<file path="config.mk">
export PLATFORM = sky130hd
export DESIGN_NAME = seq_divider16_flat
export DESIGN_NICKNAME = d
export VERILOG_FILES = /design/src/rtl/div_pkg.sv /design/src/rtl/seq_divider16_if.sv /design/src/rtl/div_step.sv /design/src/rtl/seq_divider16.sv /design/src/flat_wrapper.sv
export SDC_FILE = /design/constraint.sdc
export NUM_CORES = 1
export LEC_CHECK = 0
export BUFFER_PORTS_ARGS = -buffer_cell sky130_fd_sc_hd__buf_2
export CORE_ASPECT_RATIO = 1.1
export CORE_MARGIN = 2
export CORE_UTILIZATION = 35
export CTS_CLUSTER_DIAMETER = 40
export DETAILED_ROUTE_END_ITERATION = 8
export RECOVER_POWER = 100
export SLEW_MARGIN = 20
export SYNTH_ARGS = -nofsm -noshare
export SYNTH_HDL_FRONTEND = slang
export SYNTH_SLANG_ARGS = --single-unit
export TNS_END_PERCENT = 5
</file>
<file path="constraint.sdc">
create_clock -name clk -period 5 [get_ports clk]
set_clock_uncertainty 0.05 [all_clocks]
set_input_delay 0.5 -clock clk [delete_from_list [all_inputs] [get_ports clk]]
set_output_delay 0.5 -clock clk [all_outputs]
set_load 0.03 [all_outputs]
</file>
<file path="src/rtl/div_pkg.sv">
// div_pkg: shared widths and FSM state encoding for the sequential divider.
package div_pkg;
    localparam int DIV_WIDTH = 16;
    localparam int DIV_CNT_W = 5;
    typedef enum logic [1:0] {IDLE, RUN, DONE} state_t;
endpackage

</file>
<file path="src/rtl/seq_divider16_if.sv">
// seq_divider16_if: operand/result handshake bundle for seq_divider16.
interface seq_divider16_if;
    import div_pkg::*;
    logic                 in_valid, in_ready, out_valid, out_ready, div_by_zero;
    logic [DIV_WIDTH-1:0] dividend, divisor, quotient, remainder;
    modport master (
        output in_valid, dividend, divisor, out_ready,
        input  in_ready, out_valid, quotient, remainder, div_by_zero
    );
    modport slave (
        input  in_valid, dividend, divisor, out_ready,
        output in_ready, out_valid, quotient, remainder, div_by_zero
    );
endinterface

</file>
<file path="src/rtl/div_step.sv">
// div_step: one combinational restoring-division iteration.
module div_step
    import div_pkg::*;
(
    input  logic [DIV_WIDTH-1:0] i_rem,
    input  logic                 i_bit,
    input  logic [DIV_WIDTH-1:0] i_div,
    output logic [DIV_WIDTH-1:0] o_rem,
    output logic                 o_qbit
);
    logic [DIV_WIDTH:0]   w_shift;
    logic [DIV_WIDTH+1:0] w_diff;
    assign w_shift = {i_rem, i_bit};
    // shifted value can reach 17 bits, so the borrow lives one bit above it
    assign w_diff  = {1'b0, w_shift} - {2'b00, i_div};
    assign o_qbit  = ~w_diff[DIV_WIDTH+1];
    assign o_rem   = DIV_WIDTH'(o_qbit ? w_diff : {1'b0, w_shift});
endmodule

</file>
<file path="src/rtl/seq_divider16.sv">
// seq_divider16: 16-bit unsigned restoring divider, one quotient bit per clock.
module seq_divider16
    import div_pkg::*;
(
    input  logic           clk,
    input  logic           rst,
    seq_divider16_if.slave bus
);
    state_t               r_state, w_next;
    logic [DIV_WIDTH-1:0] r_dvd, r_dsr, r_rem, r_quo, w_rem;
    logic [DIV_CNT_W-1:0] r_cnt;
    logic                 r_dz, w_qbit, w_accept, w_zero;

    assign w_accept = bus.in_valid && r_state == IDLE;
    assign w_zero   = bus.divisor == '0;

    div_step u_step (
        .i_rem  (r_rem),
        .i_bit  (r_dvd[DIV_WIDTH-1]),
        .i_div  (r_dsr),
        .o_rem  (w_rem),
        .o_qbit (w_qbit)
    );

    always_ff @(posedge clk) r_state <= rst ? IDLE : w_next;

    always_comb begin
        w_next = r_state;
        if (w_accept)
            w_next = w_zero ? DONE : RUN;
        else if (r_state == RUN && r_cnt == DIV_CNT_W'(DIV_WIDTH - 1))
            w_next = DONE;
        else if (r_state == DONE && bus.out_ready)
            w_next = IDLE;
    end

    always_ff @(posedge clk) begin
        if (rst) begin
            r_dvd <= '0;
            r_dsr <= '0;
            r_rem <= '0;
            r_quo <= '0;
            r_cnt <= '0;
            r_dz  <= 1'b0;
        end else if (w_accept) begin
            r_dvd <= bus.dividend;
            r_dsr <= bus.divisor;
            r_cnt <= '0;
            r_dz  <= w_zero;
            r_rem <= w_zero ? bus.dividend : '0;
            r_quo <= w_zero ? '1 : '0;
        end else if (r_state == RUN) begin
            r_dvd <= r_dvd << 1;
            r_rem <= w_rem;
            r_quo <= {r_quo[DIV_WIDTH-2:0], w_qbit};
            r_cnt <= r_cnt + 1'b1;
        end
    end

    assign bus.in_ready    = r_state == IDLE;
    assign bus.out_valid   = r_state == DONE;
    assign bus.quotient    = r_quo;
    assign bus.remainder   = r_rem;
    assign bus.div_by_zero = r_dz;
endmodule

</file>
<file path="src/flat_wrapper.sv">
// flat-port wrapper written by rule: the top's interface ports become plain ports
module seq_divider16_flat import div_pkg::*;
  (clk, rst, bus_in_valid, bus_dividend, bus_divisor, bus_out_ready, bus_in_ready, bus_out_valid, bus_quotient, bus_remainder, bus_div_by_zero);
  seq_divider16_if bus_i ();
  input  logic clk;
  input  logic rst;
  input wire logic [$bits(bus_i.in_valid)-1:0] bus_in_valid;
  input wire logic [$bits(bus_i.dividend)-1:0] bus_dividend;
  input wire logic [$bits(bus_i.divisor)-1:0] bus_divisor;
  input wire logic [$bits(bus_i.out_ready)-1:0] bus_out_ready;
  output wire logic [$bits(bus_i.in_ready)-1:0] bus_in_ready;
  output wire logic [$bits(bus_i.out_valid)-1:0] bus_out_valid;
  output wire logic [$bits(bus_i.quotient)-1:0] bus_quotient;
  output wire logic [$bits(bus_i.remainder)-1:0] bus_remainder;
  output wire logic [$bits(bus_i.div_by_zero)-1:0] bus_div_by_zero;
  assign bus_i.in_valid = bus_in_valid;
  assign bus_i.dividend = bus_dividend;
  assign bus_i.divisor = bus_divisor;
  assign bus_i.out_ready = bus_out_ready;
  assign bus_in_ready = bus_i.in_ready;
  assign bus_out_valid = bus_i.out_valid;
  assign bus_quotient = bus_i.quotient;
  assign bus_remainder = bus_i.remainder;
  assign bus_div_by_zero = bus_i.div_by_zero;
  seq_divider16 u_core (.clk(clk), .rst(rst), .bus(bus_i));
endmodule
</file>
; Word level (Yosys, flattened, before mapping)
; Index checks and enable logic that the tools add are counted.
; Widths: inputs -> output; s select.
[op_classes]
addsub = 2
eq_ne = 3
mux = 13
bitwise = 1
reduce_logical = 8
[ops]
columns = operator, n
row1 = $mux 16, 9
row2 = $sub 17x16->18, 1
row3 = $logic_not 16->1, 1
row4 = $mux 2, 4
row5 = $add 5x1->5 const B, 1
row6 = $eq 5x4->1 const B, 1
row7 = $logic_and 1x1->1, 3
row8 = $reduce_bool 3->1, 1
row9 = $eq 2x1->1 const B, 1
row10 = $eq 2x2->1 const B, 1
row11 = $logic_not 2->1, 1
row12 = $reduce_bool 2->1, 1
row13 = $reduce_or 2->1, 1
row14 = $not 1->1, 1
[word_totals]
regBits = 72
inputBits = 36
output_inout_bits = 35
wordCells = 34

; Longest topological paths before layout
[logic_depth]
depth_word = 5
mapped_depth = 11
mapped_depth_nobuf = 10

; Modules after synthesis
; A second synthesis with hierarchy kept.
[unflattened]
hier_cells = 515
area_unflattened_um2 = 4265.3
[modules_own_cells]
columns = mod, instances, cells_per_inst, area_per_inst_um2, seq_area_each_um2
row1 = seq_divider16, 1, 358, 3103.0, 1441.4
row2 = div_step, 1, 157, 1162.4, 0.0

; Least setup slack after synthesis
; No wires, ideal clock.
[synth_timing]
path_type = register to register
startpoint = reg u_core.r_rem[9] (netlist: u_core.bus.remainder[9])
endpoint = reg u_core.r_rem[10] (netlist: u_core.bus.remainder[10])
setup_time_ps = 88
t_arrival_ps = 2347
required_time_ps = 4862
setup_slack_ps = 2515
path_stages_with_launch = 11
path_buffers = 3
period_less_slack_ps = 2485
cell_sequence = dfxtp_1 -> ha_1 -> buf_6 -> a21oi_4 -> o211ai_2 -> a311oi_4 -> and3_1 -> buf_6 -> buf_8 -> nand3_2 -> a311oi_2
[synth_via]
elab_chain_cells = 4
[synth_rtl]
columns = element, line
row1 = from (decl), seq_divider16.sv:10  ; logic [DIV_WIDTH-1:0] r_dvd, r_dsr, r_rem, r_quo, w_rem;
row2 = from (signal assigned), seq_divider16.sv:50  ; r_rem <= w_zero ? bus.dividend : '0;
row3 = from (signal assigned), seq_divider16.sv:54  ; r_rem <= w_rem;
row4 = $sub 17x16->18, div_step.sv:15  ; assign w_diff = {1'b0, w_shift} - {2'b00, i_div};
row5 = $mux 16 *, div_step.sv:17  ; assign o_rem = DIV_WIDTH'(o_qbit ? w_diff : {1'b0, w_shift});
row6 = $mux 16 *, seq_divider16.sv:52  ; end else if (r_state == RUN) begin
row7 = $mux 16 *, seq_divider16.sv:45  ; end else if (w_accept) begin
; Mark *: on every way between the ends. The rest lies on a longest branch, timed or not. The select of a mux whose other input is x is not followed.
; A chain may end at the register's enable or synchronous reset.

; Worst setup path after layout
[layout_timing]
startpoint = reg u_core.r_rem[9] (netlist: u_core.bus.remainder[9])
endpoint = reg u_core.r_rem[9] (netlist: u_core.bus.remainder[9])
[layout_via]
elab_chain_cells = 4
[layout_rtl]
columns = element, line
row1 = $sub 17x16->18, div_step.sv:15
row2 = $mux 16, div_step.sv:17
row3 = $mux 16, seq_divider16.sv:52
row4 = $mux 16, seq_divider16.sv:45
; No other way between the ends. The select of a mux whose other input is x is not followed.

==> impl_metrics.yaml <==
status:
  status: "completed"
yosys:
  yosysWarnings: 0
  yosysSeqAreaShare_pct: 35.6
  syn-num-nets: 577
  synth_edf_count: 0
  synth_area_per_cell_um2: 7.75
  async_flop_share_pct: 0
  ys_ff_latch: 72
  syn_inst: 522
  synth_area_um2: 4040
  synthFlopType: "dfxtp_1"
  synthDistinctLibCells: 55
timing:
  drv_slew: 0
  setup_viol: 0
  fmax_mhz: 308
  setup_tns_ps: 0
  finalCritPeriodShare_pct: 65.0
  rsz0062_at_grt: "false"
  maxSlewHeadroom_pct: 3.06
  tightestPinTransition_ps: 1450
  finalHoldViolations: 0
  period_needed_ps: 3250
place:
  place_inst: 713
  gp_congestion: 0.908
  portBuffers: 70
  dp_hpwl_mm: 8.57
clock_network:
  worstSkewPairLatency_ps: 340
  cts_setup_buffers: 0
  cts_buffers: 9
  cts_root_buf: "clkbuf_16"
  holdBufCountCts: 0
  cts_tree: "built"
  post_cts_resized: 0
  htreeDepth: 3
  cts_sinks: 72
  cts_buffer_depth: 2
  clk_pin_slew_ps: 60
global_routing:
  track_usage_pct: 19.9
  antenna_found_initial: 0
  grt_max_degree: 76
  grt_pass1_wl_mm: 19.3
  grt_pass1_vias: 3792
  grt-ovfl-total: 0
layout:
  layout_common_cells: "80 x nand2_1, 72 x dfxtp_1, 71 x nor2_1"
  nNetsFinal: 629
  syn_to_final_growth_pct: 15.6
  fillers: 1257
  finish.utilization_pct: 41.1
  antenna_cells: 0
  final_common_cell: "nand2_1"
  layout-drive-gt1-share_pct: 10.9
  instances_no_fill: 729
drt:
  wirelength_mm: 12.0
  final_antenna_net_count: 0
  vias: 3967
  vias_per_cell: 5.44
  firstDrtPassIters: 5
  drc: 0
  wire_per_inst_um: 16.4
  drt_iter0_drc: 226
power_and_ir_drop:
  power_frac_seq_pct: 30.7
  pwr-share-comb_pct: 39.2
  p_int_mw: 1.39
  p_leak_nw: 1.79
  switchingPower_mw: 0.917
  pwr-share-clk_pct: 30.1
  vdd_ir_drop_max_v: 0.000184
  power_density_nw_per_um2: 493
  switching_share_pct: 39.8
floorplanning:
  start_util_pct: 35.5
  die_area_um2: 12400
  core_um2: 11400
  io_pins: 71
  die_h_um: 117
  rows: 41
  die_x_um: 106
setup_path:
  arrival_ps: 3450
  worstReg2RegStart: "u_core.bus.remainder[9]$_SDFFE_PP0P_"
  r2r-end: "u_core.bus.remainder[9]$_SDFFE_PP0P_"
  end_kind: "flop"
  critPathKind: "flop to flop"
  rrSetupSlack_ps: 1750
  start_kind: "flop"
  reg2regPathDepth: 7
  cp.required_ps: 5200
  cp_max_fo: 18
run:
  max_cap_violations: 0
worst_hold_path:
  hold_path_depth: 3
  worstHoldPathType: "input port to flop"
  hold_end: "u_core.r_dsr[3]$_SDFFE_PP0P_"
  worstHoldStart: "bus_divisor[3]"
-- power by group through the flow --
stage / combinational, mW / clock, mW / sequential [mW]
finish: 0.903 / 0.695 / 0.707
global route: 0.996 / 0.738 / 0.716
CTS: 0.944 / 0.707 / 0.707
detailed placement: 0.936 / 0 / 0.720
global placement: 0.938 / 0 / 0.716
floorplan: 0.679 / 0 / 0.784
-- layer usage --
layer / vias up / wire length [um] / track usage (%)
met5: - / 0 / 0
met4: 0 / 309 / 8.48
met3: 19 / 549 / 3.96
met2: 102 / 5650 / 32.5
met1: 1880 / 5460 / 25.6
li1: 1966 / - / -
-- synthesized netlist by cell type (3+ instances only) --
| cell | count | area share (%) |
|---|---|---|
| nand2_1 | 80 | 7.4 |
| dfxtp_1 | 72 | 36 |
| nor2_1 | 71 | 6.6 |
| a21oi_1 | 42 | 5.2 |
| clkbuf_1 | 24 | 2.2 |
| inv_1 | 22 | 2.0 |
| nor3_1 | 20 | 2.5 |
| a211oi_1 | 19 | 3.5 |
| ha_1 | 18 | 5.6 |
| o21ai_0 | 18 | 2.2 |
| nand3_1 | 13 | 1.6 |
| a311oi_1 | 12 | 2.6 |
| nor4_1 | 9 | 1.4 |
| xor2_1 | 8 | 1.7 |
| a311oi_2 | 7 | 2.6 |
| and3_1 | 6 | 0.93 |
| nand2b_1 | 6 | 0.93 |
| a21o_1 | 5 | 0.93 |
| a31oi_1 | 5 | 0.77 |
| a221oi_1 | 4 | 0.87 |
| nand4_1 | 4 | 0.62 |
| o21bai_1 | 4 | 0.74 |
| xnor2_1 | 4 | 0.87 |
| buf_1 | 3 | 0.28 |
| buf_4 | 3 | 0.56 |
| o21ai_1 | 3 | 0.37 |
| or3_1 | 3 | 0.46 |
-- critical path: stages (launching register included) --
cell and delay (ps):
dfxtp_1 360, ha_1 430, a21oi_1 300, o211ai_1 160, a311oi_1 600, and3_1 780, a32oi_1 200, o32ai_1 290
-- sequential cells by signal (all words and copies together), names as in the netlist --
| name | cells |
|---|---|
| u_core.r_dvd | 16 |
| u_core.r_cnt | 5 |
| u_core.bus.div_by_zero | 1 |
| u_core.bus.quotient | 16 |
| u_core.bus.remainder | 16 |
| u_core.r_dsr | 16 |
| u_core.r_state | 2 |
-- area by class of cell --
type	count	area (um2)	area share, %
clock buffer	13	280	5.99
sequential	72	1440	30.8
timing repair buffer	76	340	7.28
inverter	22	82.6	1.77
clock inverter	3	46.3	0.990
tap	150	188	4.01
multi-input combinational	393	2300	49.1
-- how the worst max path moves through the flow --
stage	start	depth (start not counted)	slack, ps	endpoint
finish	u_core.bus.remainder[9]$_SDFFE_PP0P_	7	1750	u_core.bus.remainder[9]$_SDFFE_PP0P_
global route	u_core.bus.remainder[9]$_SDFFE_PP0P_	7	1520	u_core.bus.remainder[9]$_SDFFE_PP0P_
CTS	u_core.bus.remainder[9]$_SDFFE_PP0P_	7	2090	u_core.bus.remainder[9]$_SDFFE_PP0P_
detailed placement	u_core.bus.remainder[9]$_SDFFE_PP0P_	7	2110	u_core.bus.remainder[9]$_SDFFE_PP0P_
global placement	u_core.bus.remainder[13]$_SDFFE_PP0P_	7	2180	u_core.bus.remainder[9]$_SDFFE_PP0P_
floorplan	u_core.bus.remainder[9]$_SDFFE_PP0P_	10	2520	u_core.bus.remainder[10]$_SDFFE_PP0P_
-- cell families (layout without fill, tap and decap cells) --
logic type	Yosys count	count (layout)	synth area share, %
AOI/OAI and AO/OA	139	139	24.8
and+or+nand+nor	222	222	24.3
muxes	1	1	0.248
buffers and inverters	57	114	6.28
DFF	72	72	35.6
adders and majority gates	19	19	6.06
xor gates and xnor gates	12	12	2.60
-- stage by stage --
stage	setup slack, ps	hold slack (ps)	instance area [um2]	total power, mW
6_report	1750	361	4680	2.31
3_5_place_dp	2110	396	4460	1.66
2_1_floorplan	2520	386	4040	1.46
5_1_grt	1520	359	4680	2.45
3_3_place_gp	2180	395	4460	1.65
4_1_cts	2090	351	4780	2.36
(Power assumes the default switching activity.)
